<file path="config.mk">
export PLATFORM = sky130hd
export DESIGN_NAME = ex_advint_wb
export DESIGN_NICKNAME = d
export VERILOG_FILES = /design/src/rtl/ex_advint_wb.sv
export SDC_FILE = /design/constraint.sdc
export NUM_CORES = 1
export LEC_CHECK = 0
export BUFFER_PORTS_ARGS = -buffer_cell sky130_fd_sc_hd__buf_2
export CAP_MARGIN = 20
export CELL_PAD_IN_SITES_DETAIL_PLACEMENT = 1
export CELL_PAD_IN_SITES_GLOBAL_PLACEMENT = 2
export CORE_ASPECT_RATIO = 0.7
export CORE_MARGIN = 4
export CORE_UTILIZATION = 37
export DETAILED_ROUTE_END_ITERATION = 6
export GPL_TIMING_DRIVEN = 1
export PLACE_DENSITY = 0.84
export SLEW_MARGIN = 5
export SYNTH_ARGS = -nofsm -noshare
export SYNTH_HDL_FRONTEND = slang
export SYNTH_SLANG_ARGS = --single-unit
</file>
<file path="constraint.sdc">
create_clock -name clk -period 3.21 [get_ports clk]
set_input_delay 0.642 -clock clk [delete_from_list [all_inputs] [get_ports clk]]
set_output_delay 0.642 -clock clk [all_outputs]
set_load 0.05 [all_outputs]
</file>
<file path="src/rtl/ex_advint_wb.sv">
// ex_advint_wb: stages the MUL/DIV result pair and writes it to the register file through one port.
module ex_advint_wb #(
  parameter int DATA_W = 64,
  parameter int ADDR_W = 6,
  parameter int SKIP_R0 = 1
) (
  input  logic              clk,
  input  logic              rst_n,
  input  logic              in_valid,
  output logic              in_ready,
  input  logic [DATA_W-1:0] in_lo,
  input  logic [DATA_W-1:0] in_hi,
  input  logic [ADDR_W-1:0] in_rd1,
  input  logic [ADDR_W-1:0] in_rd2,
  input  logic              in_dual,
  output logic              rf_we,
  output logic [ADDR_W-1:0] rf_waddr,
  output logic [DATA_W-1:0] rf_wdata,
  input  logic              rf_grant,
  output logic              busy,
  output logic              hz_valid1,
  output logic [ADDR_W-1:0] hz_addr1,
  output logic              hz_valid2,
  output logic [ADDR_W-1:0] hz_addr2
);
  typedef enum logic [1:0] {IDLE, WR1, WR2} state_t;
  state_t state, state_nxt;
  logic [DATA_W-1:0] lo_q, hi_q, lo_s, hi_s;
  logic [ADDR_W-1:0] rd1_q, rd2_q, rd1_s, rd2_s;
  logic need2_q, need1, need2, fin, cap;
  always_comb begin
    need1 = !(SKIP_R0 != 0 && in_rd1 == '0);
    need2 = in_dual && !(SKIP_R0 != 0 && in_rd2 == '0);
    fin = state == WR2 || (state == WR1 && !need2_q);
    in_ready = state == IDLE || (fin && rf_grant);
    cap = in_valid && in_ready;
    lo_s = cap ? in_lo : lo_q;
    hi_s = cap ? in_hi : hi_q;
    rd1_s = cap ? in_rd1 : rd1_q;
    rd2_s = cap ? in_rd2 : rd2_q;
    state_nxt = state;
    if (cap)
      state_nxt = need1 ? WR1 : need2 ? WR2 : IDLE;
    else if (state == WR1 && rf_grant)
      state_nxt = need2_q ? WR2 : IDLE;
    else if (state == WR2 && rf_grant)
      state_nxt = IDLE;
  end
  // Write-port outputs are registered from the next state, so they appear the cycle after capture.
  always_ff @(posedge clk or negedge rst_n) begin
    if (!rst_n) begin
      state <= IDLE;
      lo_q <= '0;
      hi_q <= '0;
      rd1_q <= '0;
      rd2_q <= '0;
      need2_q <= 1'b0;
      rf_we <= 1'b0;
      rf_waddr <= '0;
      rf_wdata <= '0;
    end else begin
      state <= state_nxt;
      if (cap) begin
        lo_q <= in_lo;
        hi_q <= in_hi;
        rd1_q <= in_rd1;
        rd2_q <= in_rd2;
        need2_q <= need2;
      end
      rf_we <= state_nxt != IDLE;
      rf_waddr <= state_nxt == WR1 ? rd1_s : state_nxt == WR2 ? rd2_s : rf_waddr;
      rf_wdata <= state_nxt == WR1 ? lo_s : state_nxt == WR2 ? hi_s : rf_wdata;
    end
  end
  assign busy = state != IDLE;
  assign hz_valid1 = state == WR1;
  assign hz_valid2 = need2_q && state != IDLE;
  assign hz_addr1 = rd1_q;
  assign hz_addr2 = rd2_q;
endmodule

</file>
==> flow_summary.ini <==
[drt]
viasPerCell = 4.99
antenna_left = 0
vias = 5607
wl_per_cell_um = 20.9
drt-pass1-iter-count = 4
drt_iter0_markers = 259
route.detailed.drc = 0
drt_wl_total_um = 23500

[synth]
yosysSeqAreaShare_pct = 58.3
synth-seq-cells = 214
avgSynthCellArea_um2 = 16.4
yosysUniqueCellTypes = 27
synth-edff-count = 0
synth-compound-area-share_pct = 8.57
synth_top_family_by_area = multiplexers
syn-num-nets = 708
synth-xor-area-share_pct = 0
synth.area.mux_share_pct = 22.8
async_flop_share_pct = 100
synth_simple_gate_area_share_pct = 5.69
yosys_warnings = 0
netlist_instances = 561
synthAdderAreaFrac_pct = 0.272
ys.flop_type = dfrtp_1
synth_area_um2 = 9180

[grt]
grt_max_degree = 95
grt_pass1_vias = 6444
grt_usage_pct = 16.9
grt-ovfl-total = 0
antenna_found_initial = 4
grt_pass1_wl_um = 37800

[clock_tree]
clock_sinks = 214
h-tree-depth = 1
clkSlewWorstSetupHoldPaths_ns = 0.06
tritoncts = done
ctsResizeCount = 0
cts_buffers = 22
cts_root_buffer = clkbuf_16
cts_hold_buf = 0
post_cts_buffers = 0
clock_path_buffers = 3
clock_latency_ns = 0.50

[power_and_ir_drop]
power_frac_comb_pct = 54.4
p_total_mw = 15.6
p_int_mw = 9.07
swShare_pct = 41.7
p_leak_nw = 5.45
peakVddDrop_mv = 0.920
p_seq_share_pct = 30.3
power.switching_mw = 6.50
pwr-share-clk_pct = 15.3
p_per_area_nw_per_um2 = 1380

[timing]
skew_ns = 0.0109
min_period_over_period_pct = 84.1
drv_slew = 0
min_period_ns = 2.70
holdWs_ns = 0.240
hold_viol_final = 0
max_freq_mhz = 371
tightest_slew_ns = 0.759
tns_ns = 0
setup_viol = 0
slew_headroom_pct = 49.4
grt_setup_unrepaired = false

[floorplanning]
fp.dieH_um = 140
num_rows = 47
initial_core_util_pct = 38.2
dieArea_um2 = 27400
die_w_um = 196
ios = 232
core_area_um2 = 24100

[final_layout]
fill_cells = 2472
drive_gt1_share_pct = 52.6
stdcell_area_um2 = 11300
area_growth_pct = 22.6
fin_nets = 939
finish.utilization_pct = 46.8

[setup_path]
critPathLaunchType = primary input
crit_type = primary input to flip-flop
cp.required_ns = 3.58
cp.arrival_ns = 3.07
crit_slowest_cell = or4_1
endpoint_kind = flip-flop
path_max_fanout = 47
crit_chain = buf_2, or4_1, o311a_1, a21oi_1, ha_2, buf_4, nor2b_1, a221o_1
cpPeakStageDelay_ns = 0.59
path_buf_inv = 2
cp_top_family = compound AO/OA/AOI/OAI gates

[run]
cap_viol_max_count = 0

[place]
place_congestion = 0.715
place_area_um2 = 10600
place_hpwl_um = 15800
portBuffers = 231

[status]
status = completed

[hold_path]
hp-class = primary input to asynchronous set/reset pin
==> power by group through the flow <==
stage	clock [mW]	combinational (mW)	sequential (mW)
global route	2.58	9.00	4.89
global placement	0	8.27	4.71
detailed placement	0	8.52	4.72
CTS	2.46	8.56	4.74
finish	2.38	8.47	4.72
floorplan	0	4.88	6.39
==> synthesized netlist by cell type (2+ instances only) <==
library cell / number / area [µm²]
a21o_1: 2 / 15.0
a21oi_1: 3 / 15.0
a221o_1: 70 / 701
and2_1: 2 / 12.5
buf_1: 2 / 7.51
buf_12: 10 / 200
bufbuf_8: 5 / 93.8
clkbuf_1: 22 / 82.6
dfrtp_1: 214 / 5360
ha_1: 2 / 25.0
inv_1: 3 / 11.3
mux2_4: 139 / 2090
nand2_1: 2 / 7.51
nor2b_1: 71 / 444
or4_1: 2 / 15.0
==> layout make-up <==
cell class              instances  area (µm²)  area share, %
repair buffers                246        1390           12.3
flip-flops and latches        214        5360           47.6
multi-input cells             305        3450           30.6
clock inverters                 5        50.0          0.444
diodes                          2        5.00         0.0444
inverters                       3        11.3          0.100
well taps                     318         398           3.53
clock buffers                  30         602           5.34
==> per-stage QoR <==
stage	instances	worst slack, ns
after floorplan	561	0.168
after global placement	1086	0.0865
after detailed placement	1086	-0.0109
after CTS	1121	0.510
after global routing	1122	0.399
final	1123	0.512
==> worst register-to-register path: cells and delay by family (launching register included) <==
kind	cells	cell delay, ns
flip-flops	1	0.41
AND/OR/NAND/NOR	2	0.31
adder cells (fa/ha/maj)	1	0.36
AO/OA/AOI/OAI	4	0.90
buffers and inverters	1	0.51
==> logic make-up after synthesis <==
| group | after synthesis |
|---|---|
| multiplexers | 140 |
| adder cells (fa/ha/maj) | 2 |
| buffers and inverters | 42 |
| flip-flops | 214 |
| AO/OA/AOI/OAI | 80 |
| AND/OR/NAND/NOR | 83 |
==> layer usage <==
layer  vias up  share of wire [%]  GRT usage [%]
met5         -               0.14              0
met4         6                1.2           2.46
met3        28                7.5           5.24
met2       169                 44           25.7
met1      2905                 47           24.5
li1       2499                  -              -
==> worst paths after layout <==
path	startpoint	endpoint	slack, ns	depth (start not counted)
setup / recovery	in_rd2[2]	rf_wdata[51]	0.51	8
hold / removal	rst_n	lo_q[48]	0.24	1
setup reg to reg	state[1]	rf_wdata[51]	0.60	8
hold reg to reg	lo_q[60]	lo_q[60]	0.49	1
max in group asynchronous	rst_n	lo_q[22]	2.24	2
min in group clk	in_lo[62]	lo_q[62]	0.39	2
==> layout by cell type, fill, tap and decap left out, drive strengths merged, types with 2 or more instances in the layout <==
cell type	netlist	routed
dfrtp	214	214
buf	12	245
and2	2	2
a21oi	3	3
a221o	70	70
a21o	2	2
diode	0	2
or4	2	2
clkinv	0	4
clkbuf	22	31
nor2b	72	72
inv	3	3
nand2	2	2
ha	2	2
mux2	140	140
nand2b	2	2
==> sequential cells by signal, indices dropped and copies added (netlist names) <==
signal,flops
hi_q,64
lo_q,64
rf_wdata,64
hz_addr1,6
hz_addr2,6
rf_waddr,6
state,2
need2_q,1
rf_we,1
Note: power is estimated with default switching activity, not from simulation.
